**src/rtl/chunked_subtractor_pkg.sv**
```systemverilog
// Shared types and helpers for the chunked subtractor.
// FSM state encoding and the chunk-index width calculation.
package sub_pkg;

  typedef enum logic [1:0] {
    IDLE = 2'd0,
    RUN  = 2'd1,
    DONE = 2'd2
  } state_t;

  // A single-chunk configuration still needs a 1-bit index register.
  function automatic int unsigned idx_width(input int unsigned n);
    return (n > 1) ? int'($clog2(n)) : 1;
  endfunction

endpackage

```
**src/rtl/chunked_subtractor_chunk.sv**
```systemverilog
// Combinational CHUNK-bit ripple of full-subtractor cells.
// bmsb is the borrow entering the top cell, used for signed overflow.
module subtractor_chunk #(
  parameter int unsigned CHUNK = 4
) (
  input  logic [CHUNK-1:0] x,
  input  logic [CHUNK-1:0] y,
  input  logic             bin,
  output logic [CHUNK-1:0] d,
  output logic             bout,
  output logic             bmsb
);

  logic w_brw;

  always_comb begin
    w_brw = bin;
    d     = '0;
    bmsb  = 1'b0;
    for (int unsigned i = 0; i < CHUNK; i++) begin
      if (i == CHUNK - 1) bmsb = w_brw;
      d[i]  = x[i] ^ y[i] ^ w_brw;
      w_brw = (~x[i] & y[i]) | (~(x[i] ^ y[i]) & w_brw);
    end
    bout = w_brw;
  end

endmodule

```
**src/rtl/chunked_subtractor.sv**
```systemverilog
// Multi-cycle subtractor: diff = a - b - b_in, CHUNK bits per clock, LSB first.
// Optional zero/ovf flag outputs are enabled by defining SUB_FLAGS_EN.
module chunked_subtractor
  import sub_pkg::*;
#(
  parameter int unsigned WIDTH = 16,
  parameter int unsigned CHUNK = 4
) (
  input  logic             clk,
  input  logic             rst,
  input  logic             in_valid,
  output logic             in_ready,
  input  logic [WIDTH-1:0] a,
  input  logic [WIDTH-1:0] b,
  input  logic             b_in,
  output logic             out_valid,
  input  logic             out_ready,
  output logic [WIDTH-1:0] diff,
  output logic             b_out
`ifdef SUB_FLAGS_EN
  ,
  output logic             zero,
  output logic             ovf
`endif
);

  localparam int unsigned NCHUNK = WIDTH / CHUNK;
  localparam int unsigned IW     = idx_width(NCHUNK);
  localparam logic [IW-1:0] LAST = IW'(NCHUNK - 1);

  if ((WIDTH % CHUNK) != 0) begin : g_bad_chunk
    $error("chunked_subtractor: WIDTH must be a multiple of CHUNK");
  end

  state_t           r_state;
  logic [IW-1:0]    r_idx;
  logic             r_borrow;
  logic [WIDTH-1:0] r_a;
  logic [WIDTH-1:0] r_b;
  logic [WIDTH-1:0] r_diff;
  logic             r_bout;
`ifdef SUB_FLAGS_EN
  logic             r_zero;
  logic             r_ovf;
`endif

  logic [CHUNK-1:0] w_x;
  logic [CHUNK-1:0] w_y;
  logic [CHUNK-1:0] w_d;
  logic             w_bout;
  logic             w_bmsb;
  logic [WIDTH-1:0] w_diff_upd;

  // Constant-index mux keeps every slice in range for any NCHUNK.
  always_comb begin
    w_x = '0;
    w_y = '0;
    for (int unsigned k = 0; k < NCHUNK; k++) begin
      if (r_idx == IW'(k)) begin
        w_x = r_a[k*CHUNK +: CHUNK];
        w_y = r_b[k*CHUNK +: CHUNK];
      end
    end
  end

  always_comb begin
    w_diff_upd = r_diff;
    for (int unsigned k = 0; k < NCHUNK; k++) begin
      if (r_idx == IW'(k)) w_diff_upd[k*CHUNK +: CHUNK] = w_d;
    end
  end

  subtractor_chunk #(.CHUNK(CHUNK)) u_chunk (
    .x    (w_x),
    .y    (w_y),
    .bin  (r_borrow),
    .d    (w_d),
    .bout (w_bout),
    .bmsb (w_bmsb)
  );

  always_ff @(posedge clk or posedge rst) begin
    if (rst) begin
      r_state  <= IDLE;
      r_idx    <= '0;
      r_borrow <= 1'b0;
      r_a      <= '0;
      r_b      <= '0;
      r_diff   <= '0;
      r_bout   <= 1'b0;
`ifdef SUB_FLAGS_EN
      r_zero   <= 1'b0;
      r_ovf    <= 1'b0;
`endif
    end else begin
      case (r_state)
        IDLE: begin
          if (in_valid) begin
            r_a      <= a;
            r_b      <= b;
            r_borrow <= b_in;
            r_idx    <= '0;
            r_diff   <= '0;
            r_state  <= RUN;
          end
        end
        RUN: begin
          r_diff   <= w_diff_upd;
          r_borrow <= w_bout;
          r_idx    <= r_idx + 1'b1;
          if (r_idx == LAST) begin
            r_bout  <= w_bout;
            r_state <= DONE;
`ifdef SUB_FLAGS_EN
            r_zero  <= (w_diff_upd == '0);
            r_ovf   <= w_bmsb ^ w_bout;
`endif
          end
        end
        DONE: begin
          if (out_ready) r_state <= IDLE;
        end
        default: r_state <= IDLE;
      endcase
    end
  end

`ifndef SUB_FLAGS_EN
  logic w_unused;
  assign w_unused = w_bmsb;
`endif

  assign in_ready  = (r_state == IDLE);
  assign out_valid = (r_state == DONE);
  assign diff      = r_diff;
  assign b_out     = r_bout;
`ifdef SUB_FLAGS_EN
  assign zero      = r_zero;
  assign ovf       = r_ovf;
`endif

endmodule
```
**config.mk**
```make
export PLATFORM = sky130hd
export DESIGN_NAME = chunked_subtractor
export DESIGN_NICKNAME = d
export VERILOG_FILES = /design/src/rtl/chunked_subtractor_pkg.sv /design/src/rtl/chunked_subtractor_chunk.sv /design/src/rtl/chunked_subtractor.sv
export SDC_FILE = /design/constraint.sdc
export NUM_CORES = 1
export LEC_CHECK = 0
export ABC_CLOCK_PERIOD_IN_PS = 6400
export CAP_MARGIN = 20
export CORE_MARGIN = 5
export CORE_UTILIZATION = 50
export DETAILED_ROUTE_END_ITERATION = 6
export PLACE_DENSITY_LB_ADDON = 0.12
export SLEW_MARGIN = 5
export SYNTH_ARGS = -nofsm -noshare
export SYNTH_HDL_FRONTEND = slang
export SYNTH_SLANG_ARGS = --single-unit
```
**constraint.sdc**
```tcl
create_clock -name clk -period 6.4 [get_ports clk]
set_input_delay 1.28 -clock clk [delete_from_list [all_inputs] [get_ports clk]]
set_output_delay 1.28 -clock clk [all_outputs]
set_load 0.01 [all_outputs]
```
==> results of run 1 <==
metrics by stage:
stage / power (W) / setup WS [ns] / cells
6_report: 0.001779 / 2.673 / 350
5_1_grt: 0.001914 / 2.460 / 350
4_1_cts: 0.001791 / 2.646 / 349
3_5_place_dp: 0.001567 / 2.677 / 341
3_3_place_gp: 0.001539 / 2.828 / 341
2_1_floorplan: 0.001270 / 3.131 / 225
report_power, final:
group          internal (W)  total [W]  switching (W)
sequential         0.000501   0.000620       0.000119
combinational      0.000462   0.000936       0.000474
clock              0.000115   0.000223       0.000108
kinds of logic after synthesis:
logic type                 after synthesis  share of synthesized area
AOI/OAI and AO/OA                       38                     0.1122
and+or+nand+nor                         71                     0.1316
muxes                                   32                     0.1506
buffers and inverters                   22                    0.04498
DFF                                     54                     0.5114
adders and majority gates                8                    0.04924
registers in the layout, indices dropped and copies added, names as in the netlist:
name      flops
diff         16
r_a          16
r_b          16
r_idx         2
r_state       2
b_out         1
r_borrow      1
layout by cell type, fill, tap and decap left out:
| cell type | count |
|---|---|
| a21oi_1 | 2 |
| a221o_1 | 4 |
| a221oi_1 | 1 |
| a22o_1 | 1 |
| a22oi_1 | 5 |
| a31oi_1 | 3 |
| and2b_1 | 1 |
| buf_12 | 1 |
| bufinv_16 | 1 |
| clkbuf_8 | 5 |
| clkdlybuf4s50_1 | 55 |
| clkinv_2 | 2 |
| dfrtp_1 | 54 |
| fa_1 | 4 |
| ha_1 | 4 |
| inv_1 | 12 |
| inv_2 | 1 |
| mux2_1 | 3 |
| mux2_2 | 19 |
| mux2_4 | 10 |
| nand2_1 | 40 |
| nand2_2 | 1 |
| nand2b_1 | 4 |
| nand3_1 | 4 |
| nand3b_1 | 3 |
| nor2_1 | 3 |
| nor2_4 | 1 |
| nor2b_1 | 6 |
| nor3b_1 | 5 |
| o211ai_1 | 4 |
| o21ai_0 | 2 |
| o21bai_2 | 1 |
| o22ai_1 | 4 |
| o2bb2ai_1 | 2 |
| o311ai_0 | 8 |
| o311ai_1 | 1 |
| or3_1 | 3 |
final cells by class:
class                           instances  area [sq um]  share of cell area
Clock inverter                          3         40.04             0.01199
Sequential cell                        54          1351              0.4046
Timing Repair Buffer                   56         570.5              0.1709
Multi-Input combinational cell        149          1172              0.3511
Tap cell                               70         87.58             0.02623
Inverter                               13         48.80             0.01461
Clock buffer                            5         68.82             0.02061
worst max-delay path, delay by kind of cell, from the launching register on:
family | cells | cell delay, ns
fa+ha+maj | 5 | 1.85
simple gates | 3 | 0.81
compound gates | 2 | 0.47
flops | 1 | 0.40
buf+inv | 2 | 0.13
worst paths after layout:
path                            slack (ns)  endpoint      from
worst min register to register        0.51    r_b[6]    r_b[6]
worst max-delay path                  2.67   diff[3]  r_idx[1]
max in group asynchronous             4.64    r_b[8]       rst
worst max register to register        2.67   diff[3]  r_idx[1]
worst min-delay path                  0.51    r_b[6]    r_b[6]
min in group asynchronous             1.25   diff[1]       rst
Yosys cell counts, drive strengths merged, types with 3 or more instances:
library cell  instances  share of area
nor2                  4         0.0085
inv                  13          0.018
nor2b                 6          0.014
a22oi                 5          0.014
nand3b                3         0.0085
a221o                 4          0.015
or3                   3         0.0071
nand2                41          0.059
o22ai                 4         0.0095
buf                   7          0.024
ha                    4          0.019
dfrtp                54           0.51
nor3b                 5          0.014
fa                    4          0.030
a31oi                 3         0.0071
nand2b                4         0.0095
mux2                 32           0.15
o211ai                4          0.011
o311ai                9          0.030
nand3                 4         0.0076
routing by layer:
layer  vias to the layer above  track usage  wire [um]
li1                        906            -          -
met1                       927       0.2199       2308
met2                        49       0.2965       2694
met3                        10      0.03796        276
met4                         0      0.05882         99
met5                         -            0          0
==> metrics.md, run 1 <==
| Metric | Value |
|---|---|
| Placed Area | `3211 sq um` |
| CTS Hold Bufs | `0` |
| Critical Path, Cell by Cell | `inv_1 -> ha_1 -> and2b_1 -> a22oi_1 -> a221oi_1 -> fa_1 -> inv_1 -> fa_1 -> fa_1 -> fa_1 -> or3_1 -> nand3_1` |
| Syn. warnings | `0` |
| Global route total overflow | `0` |
| Initial antenna violation count | `0` |
| Routed WL | `5379 um` |
| IO Count | `56` |
| Crit path kind | `flop to flop` |
| Largest net degree at the start of global routing | `55` |
| Layout area overhead | `26.37%` |
| Final period util | `0.5824` |
| Worst path most repeated cell | `fa_1` |
| Max frequency | `268.3 MHz` |
| Final ANT Viol Nets | `0` |
| Vias per cell | `5.406` |
| H-Tree Level Count | `2` |
| DR WL/cell | `15.37 um` |
| # rows | `26` |
| #FFs+latches synth | `54` |
| TritonCTS Buffers | `5` |
| Pwr/cell area | `532.7 nW/um^2` |
| Hold path depth | `1` |
| DRT Pass-1 Iters | `4` |
| Worst hold slack | `0.5072 ns` |
| TNS Setup | `0 ns` |
| Initial core utilization | `0.5174` |
| Ant diodes | `0` |
| Max-slew headroom | `0.3417` |
| Hpwl dp | `3957 um` |
| Worst-path clk slew | `0.09 ns` |
| Worst Path Required | `6.65 ns` |
| Drt drc | `0` |
| Worst setup SP type | `flop` |
| Status | `finished clean` |
| Worst min path class | `flop to flop` |
| Clock root buffer | `clkbuf_8` |
| Endpoints failing setup | `0` |
| Initial DRC count | `89` |
| RSZ-0062 raised after global routing | `false` |
| Final net count | `324` |
| Layout cells sized above 1 | `0.1500` |
| Instance count of the mapped netlist | `225` |
| Seq/Total Area, Yosys | `0.5114` |
| # Post-CTS Setup Buffers | `0` |
| Vias in the first global route | `1946` |
| Final hold violation count | `0` |
| Post-cts resize count | `0` |
| Largest stage delay, worst path | `0.50 ns` |
| Avg Cell Area, Syn | `11.74 sq um` |
| Distinct cells, synth | `35` |
| Clock Latency Late Sink | `0.30 ns` |
| Port Buf Inserts | `55` |
| Main synth FF type | `dfrtp_1` |
| Max-cap violations | `0` |
| Critical Path End Type | `flop` |
| CP Max Fanout | `14` |
| Minimum clock period | `3.727 ns` |
| Die X | `82.70 um` |
| Longest Clk Path Bufs | `2` |
| Design Area, Final | `3339 sq um` |
| Leakage | `1.399 nW` |
| Syn nets | `270` |
| GRT Total Usage | `0.1744` |
| Skew final | `0.005830 ns` |
| Highest-delay cell along the critical path | `fa_1` |
| Die Footprint | `6839 sq um` |
| FF-to-FF path depth | `12` |
| CTS tree | `built` |
| Final Util | `0.6538` |
| Die H | `82.70 um` |
| GP Congestion | `0.7606` |
| EDFF count, synth | `0` |
| Mapped Area | `2643 sq um` |
| CTS Sinks | `54` |
| First-pass GRT wire length | `9073 um` |
| Post-synth ARST share | `1.000` |
| Routed vias | `1892` |
| Max-slew violation count | `0` |
| Crit path DAT | `3.97 ns` |
| Layout fillers | `448` |
| Core ar. | `5107 sq um` |
| Peak supply drop | `252.3 uV` |
| Worst slew pin tran | `0.9852 ns` |
(Power assumes the default switching activity.)
==> run 2, diff against run 1 <==
--- a/config.mk
+++ b/config.mk
@@ -5,7 +5,7 @@
 export SDC_FILE = /design/constraint.sdc
 export NUM_CORES = 1
 export LEC_CHECK = 0
-export ABC_CLOCK_PERIOD_IN_PS = 6400
+export ABC_CLOCK_PERIOD_IN_PS = 3600
 export CAP_MARGIN = 20
 export CORE_MARGIN = 5
 export CORE_UTILIZATION = 50
==> constraint.sdc (replaced) <==
create_clock -name clk -period 3.6 [get_ports clk]
set_input_delay 0.72 -clock clk [delete_from_list [all_inputs] [get_ports clk]]
set_output_delay 0.72 -clock clk [all_outputs]
set_load 0.01 [all_outputs]
==> run 2 against run 1 <==
Against the previous run: sequential power rose by 79%; clock power rose by 85%; utilization rose by 0.86 points; critical endpoint unchanged.
==> metrics.md, run 2 (synthesis results as in run 1) <==
| Metric | Value |
|---|---|
| Peak supply drop | `609.6 uV (+140%)` |
| Worst slew pin tran | `0.7579 ns (-0.2273 ns)` |
| Die Footprint | `6839 sq um (unchanged)` |
| Layout cells sized above 1 | `0.1713 (+0.02133)` |
| Vias per cell | `5.438 (+0.60%)` |
| Core ar. | `5107 sq um (unchanged)` |
| Register share of total power | `0.345 (-0.003)` |
| IO Count | `56 (unchanged)` |
| Worst setup SP type | `flop` |
| First-pass GRT wire length | `9087 um (+0.15%)` |
| Max-slew headroom | `0.4944 (+0.1527)` |
| GP Congestion | `0.7508 (-1.3%)` |
| Max frequency | `296.3 MHz (+10%)` |
| Ant diodes | `0 (unchanged)` |
| GRT Total Usage | `0.1761 (+0.001766)` |
| Crit path DAT | `3.63 ns (-0.34 ns)` |
| Final net count | `330 (+1.9%)` |
| Buf/Inv on CP | `2 (unchanged)` |
| TNS Setup | `0 ns (unchanged)` |
| Worst hold slack | `0.5057 ns (-0.001540 ns)` |
| Power Total | `0.003219 W (+81%)` |
| Leakage | `1.419 nW (+1.4%)` |
| Max-cap violations | `0 (unchanged)` |
| DRT Pass-1 Iters | `4 (unchanged)` |
| Final ANT Viol Nets | `0 (unchanged)` |
| Pwr/cell area | `951.5 nW/um^2 (+79%)` |
| Worst min path class | `flop to flop` |
| Clock network power share | `0.128 (+0.003)` |
| Crit-path leading delay family | `adder cells` |
| H-Tree Level Count | `2 (unchanged)` |
| CTS tree | `built` |
| Drt drc | `0 (unchanged)` |
| Final Util | `0.6624 (+0.008574)` |
| DR WL/cell | `15.57 um (+1.3%)` |
| Routed WL | `5542 um (+3.0%)` |
| Longest Clk Path Bufs | `2 (unchanged)` |
| Worst path most repeated cell | `fa_1` |
| # Post-CTS Setup Buffers | `0 (unchanged)` |
| Worst Path Required | `3.86 ns (-2.79 ns)` |
| Initial DRC count | `32 (-64%)` |
| Critical Path End Type | `flop` |
| Crit path kind | `flop to flop` |
| Clock Latency Late Sink | `0.32 ns (+0.02 ns)` |
| Die X | `82.70 um (unchanged)` |
| Most common cell after layout, fill and taps aside | `clkdlybuf4s50_1` |
| Minimum clock period | `3.375 ns (-0.3523 ns)` |
| # rows | `26 (unchanged)` |
| Psw | `0.001269 W (+81%)` |
| Global route total overflow | `0 (unchanged)` |
| Routed vias | `1936 (+2.3%)` |
| Final period util | `0.9375 (+0.3551)` |
| Layout area overhead | `28.03%` |
| TritonCTS Buffers | `5 (unchanged)` |
| Initial core utilization | `0.5174 (unchanged)` |
| Final hold violation count | `0 (unchanged)` |
| P_int | `0.001950 W (+81%)` |
| Max-slew violation count | `0 (unchanged)` |
| Critical Path, Cell by Cell | `inv_1 -> ha_1 -> and2b_1 -> a22oi_1 -> a221oi_2 -> fa_1 -> inv_1 -> fa_1 -> fa_1 -> fa_1 -> or3_1 -> nand3_1` |
| CTS Hold Bufs | `0 (unchanged)` |
| Skew final | `0.01507 ns (+0.009239 ns)` |
| Clock root buffer | `clkbuf_8` |
| CTS Sinks | `54 (unchanged)` |
| Most frequent cells in the layout | `clkdlybuf4s50_1 (55), dfrtp_1 (54), nand2_1 (40), mux2_2 (19), inv_1 (12)` |
| Initial antenna violation count | `0 (unchanged)` |
| RSZ-0062 raised after global routing | `false` |
| Hpwl dp | `4156 um (+5.0%)` |
| Endpoints failing setup | `0 (unchanged)` |
| Logic pwr share | `0.527 (about the same)` |
| Largest net degree at the start of global routing | `33 (-40%)` |
| Largest stage delay, worst path | `0.50 ns (about the same)` |
| CP Max Fanout | `5 (-9)` |
| Port Buf Inserts | `55 (unchanged)` |
| Vias in the first global route | `1911 (-1.8%)` |
| Highest-delay cell along the critical path | `fa_1` |
| Switching part of the total | `0.3941 (about the same)` |
| Status | `finished clean` |
| Die H | `82.70 um (unchanged)` |
| Worst-path clk slew | `0.11 ns (+0.02 ns)` |
## run 2: cell count changes in the layout (fill, tap and decap cells not counted)
| cell | before | now |
|---|---|---|
| clkinvlp_4 | 0 | 2 |
| a221oi_2 | 0 | 1 |
| a221oi_1 | 1 | 0 |
| buf_4 | 0 | 7 |
| clkinv_2 | 2 | 0 |
| buf_12 | 1 | 0 |
## run 2: per-stage QoR
stage / area, sq um / setup slack (ns) / instances
after floorplan: 2643 / 0.3312 / 225
after global placement: 3263 / 0.2177 / 348
after detailed placement: 3263 / 0.1657 / 348
after CTS: 3377 / 0.1257 / 356
after global routing: 3383 / 0.01683 / 356
final: 3383 / 0.2251 / 356
## run 2: per-layer routing
metal / share of wire / GRT usage / wire length (um) / vias to the layer above
met2: 0.49 / 0.2989 / 2704 / 51
li1: - / - / - / 919
met5: 0 / 0 / 0 / -
met3: 0.048 / 0.03362 / 266 / 8
met4: 0.016 / 0.06373 / 86 / 0
met1: 0.45 / 0.2238 / 2485 / 958
## run 2: final timing paths
path / slack, ns / end / from / depth (start not counted)
worst max-delay path: 0.23 / diff[3] / r_idx[1] / 12
worst min register to register: 0.51 / r_b[6] / r_b[6] / 1
min in group asynchronous: 0.79 / diff[8] / rst / 2
max in group asynchronous: 2.02 / r_b[3] / rst / 3
worst max register to register: 0.23 / diff[3] / r_idx[1] / 12
worst min-delay path: 0.51 / r_b[6] / r_b[6] / 1
## run 2: cell type report
type,count,area (sq um)
flip-flops and latches,54,1351
inverters,13,48.80
clock buffers,5,68.82
well taps,70,87.58
clock inverters,3,45.04
repair buffers,62,603.1
fillers,413,1724
multi-input cells,149,1179
## run 2: power by group through the flow
stage | Combinational [W] | Clock, W | Sequential [W]
after CTS | 0.00172 | 0.000422 | 0.00111
final | 0.00170 | 0.000412 | 0.00111
after detailed placement | 0.00171 | 0 | 0.00112
after global routing | 0.00189 | 0.000442 | 0.00115
after floorplan | 0.00120 | 0 | 0.00106
after global placement | 0.00166 | 0 | 0.00112
## run 2: what timing repair did
action                                  in CTS  in global routing
endpoints found under the hold margin        0                  0
resized for setup                            0                  1
endpoints found under the setup margin       0                  4
==> run 3, diff against run 2 <==
--- a/config.mk
+++ b/config.mk
@@ -11,7 +11,7 @@
 export CORE_UTILIZATION = 50
 export DETAILED_ROUTE_END_ITERATION = 6
 export PLACE_DENSITY_LB_ADDON = 0.12
-export SLEW_MARGIN = 5
+export SLEW_MARGIN = 20
 export SYNTH_ARGS = -nofsm -noshare
 export SYNTH_HDL_FRONTEND = slang
 export SYNTH_SLANG_ARGS = --single-unit
==> results of run 3 <==
No change in the layout: final DEF, timing and power equal those of run 2.
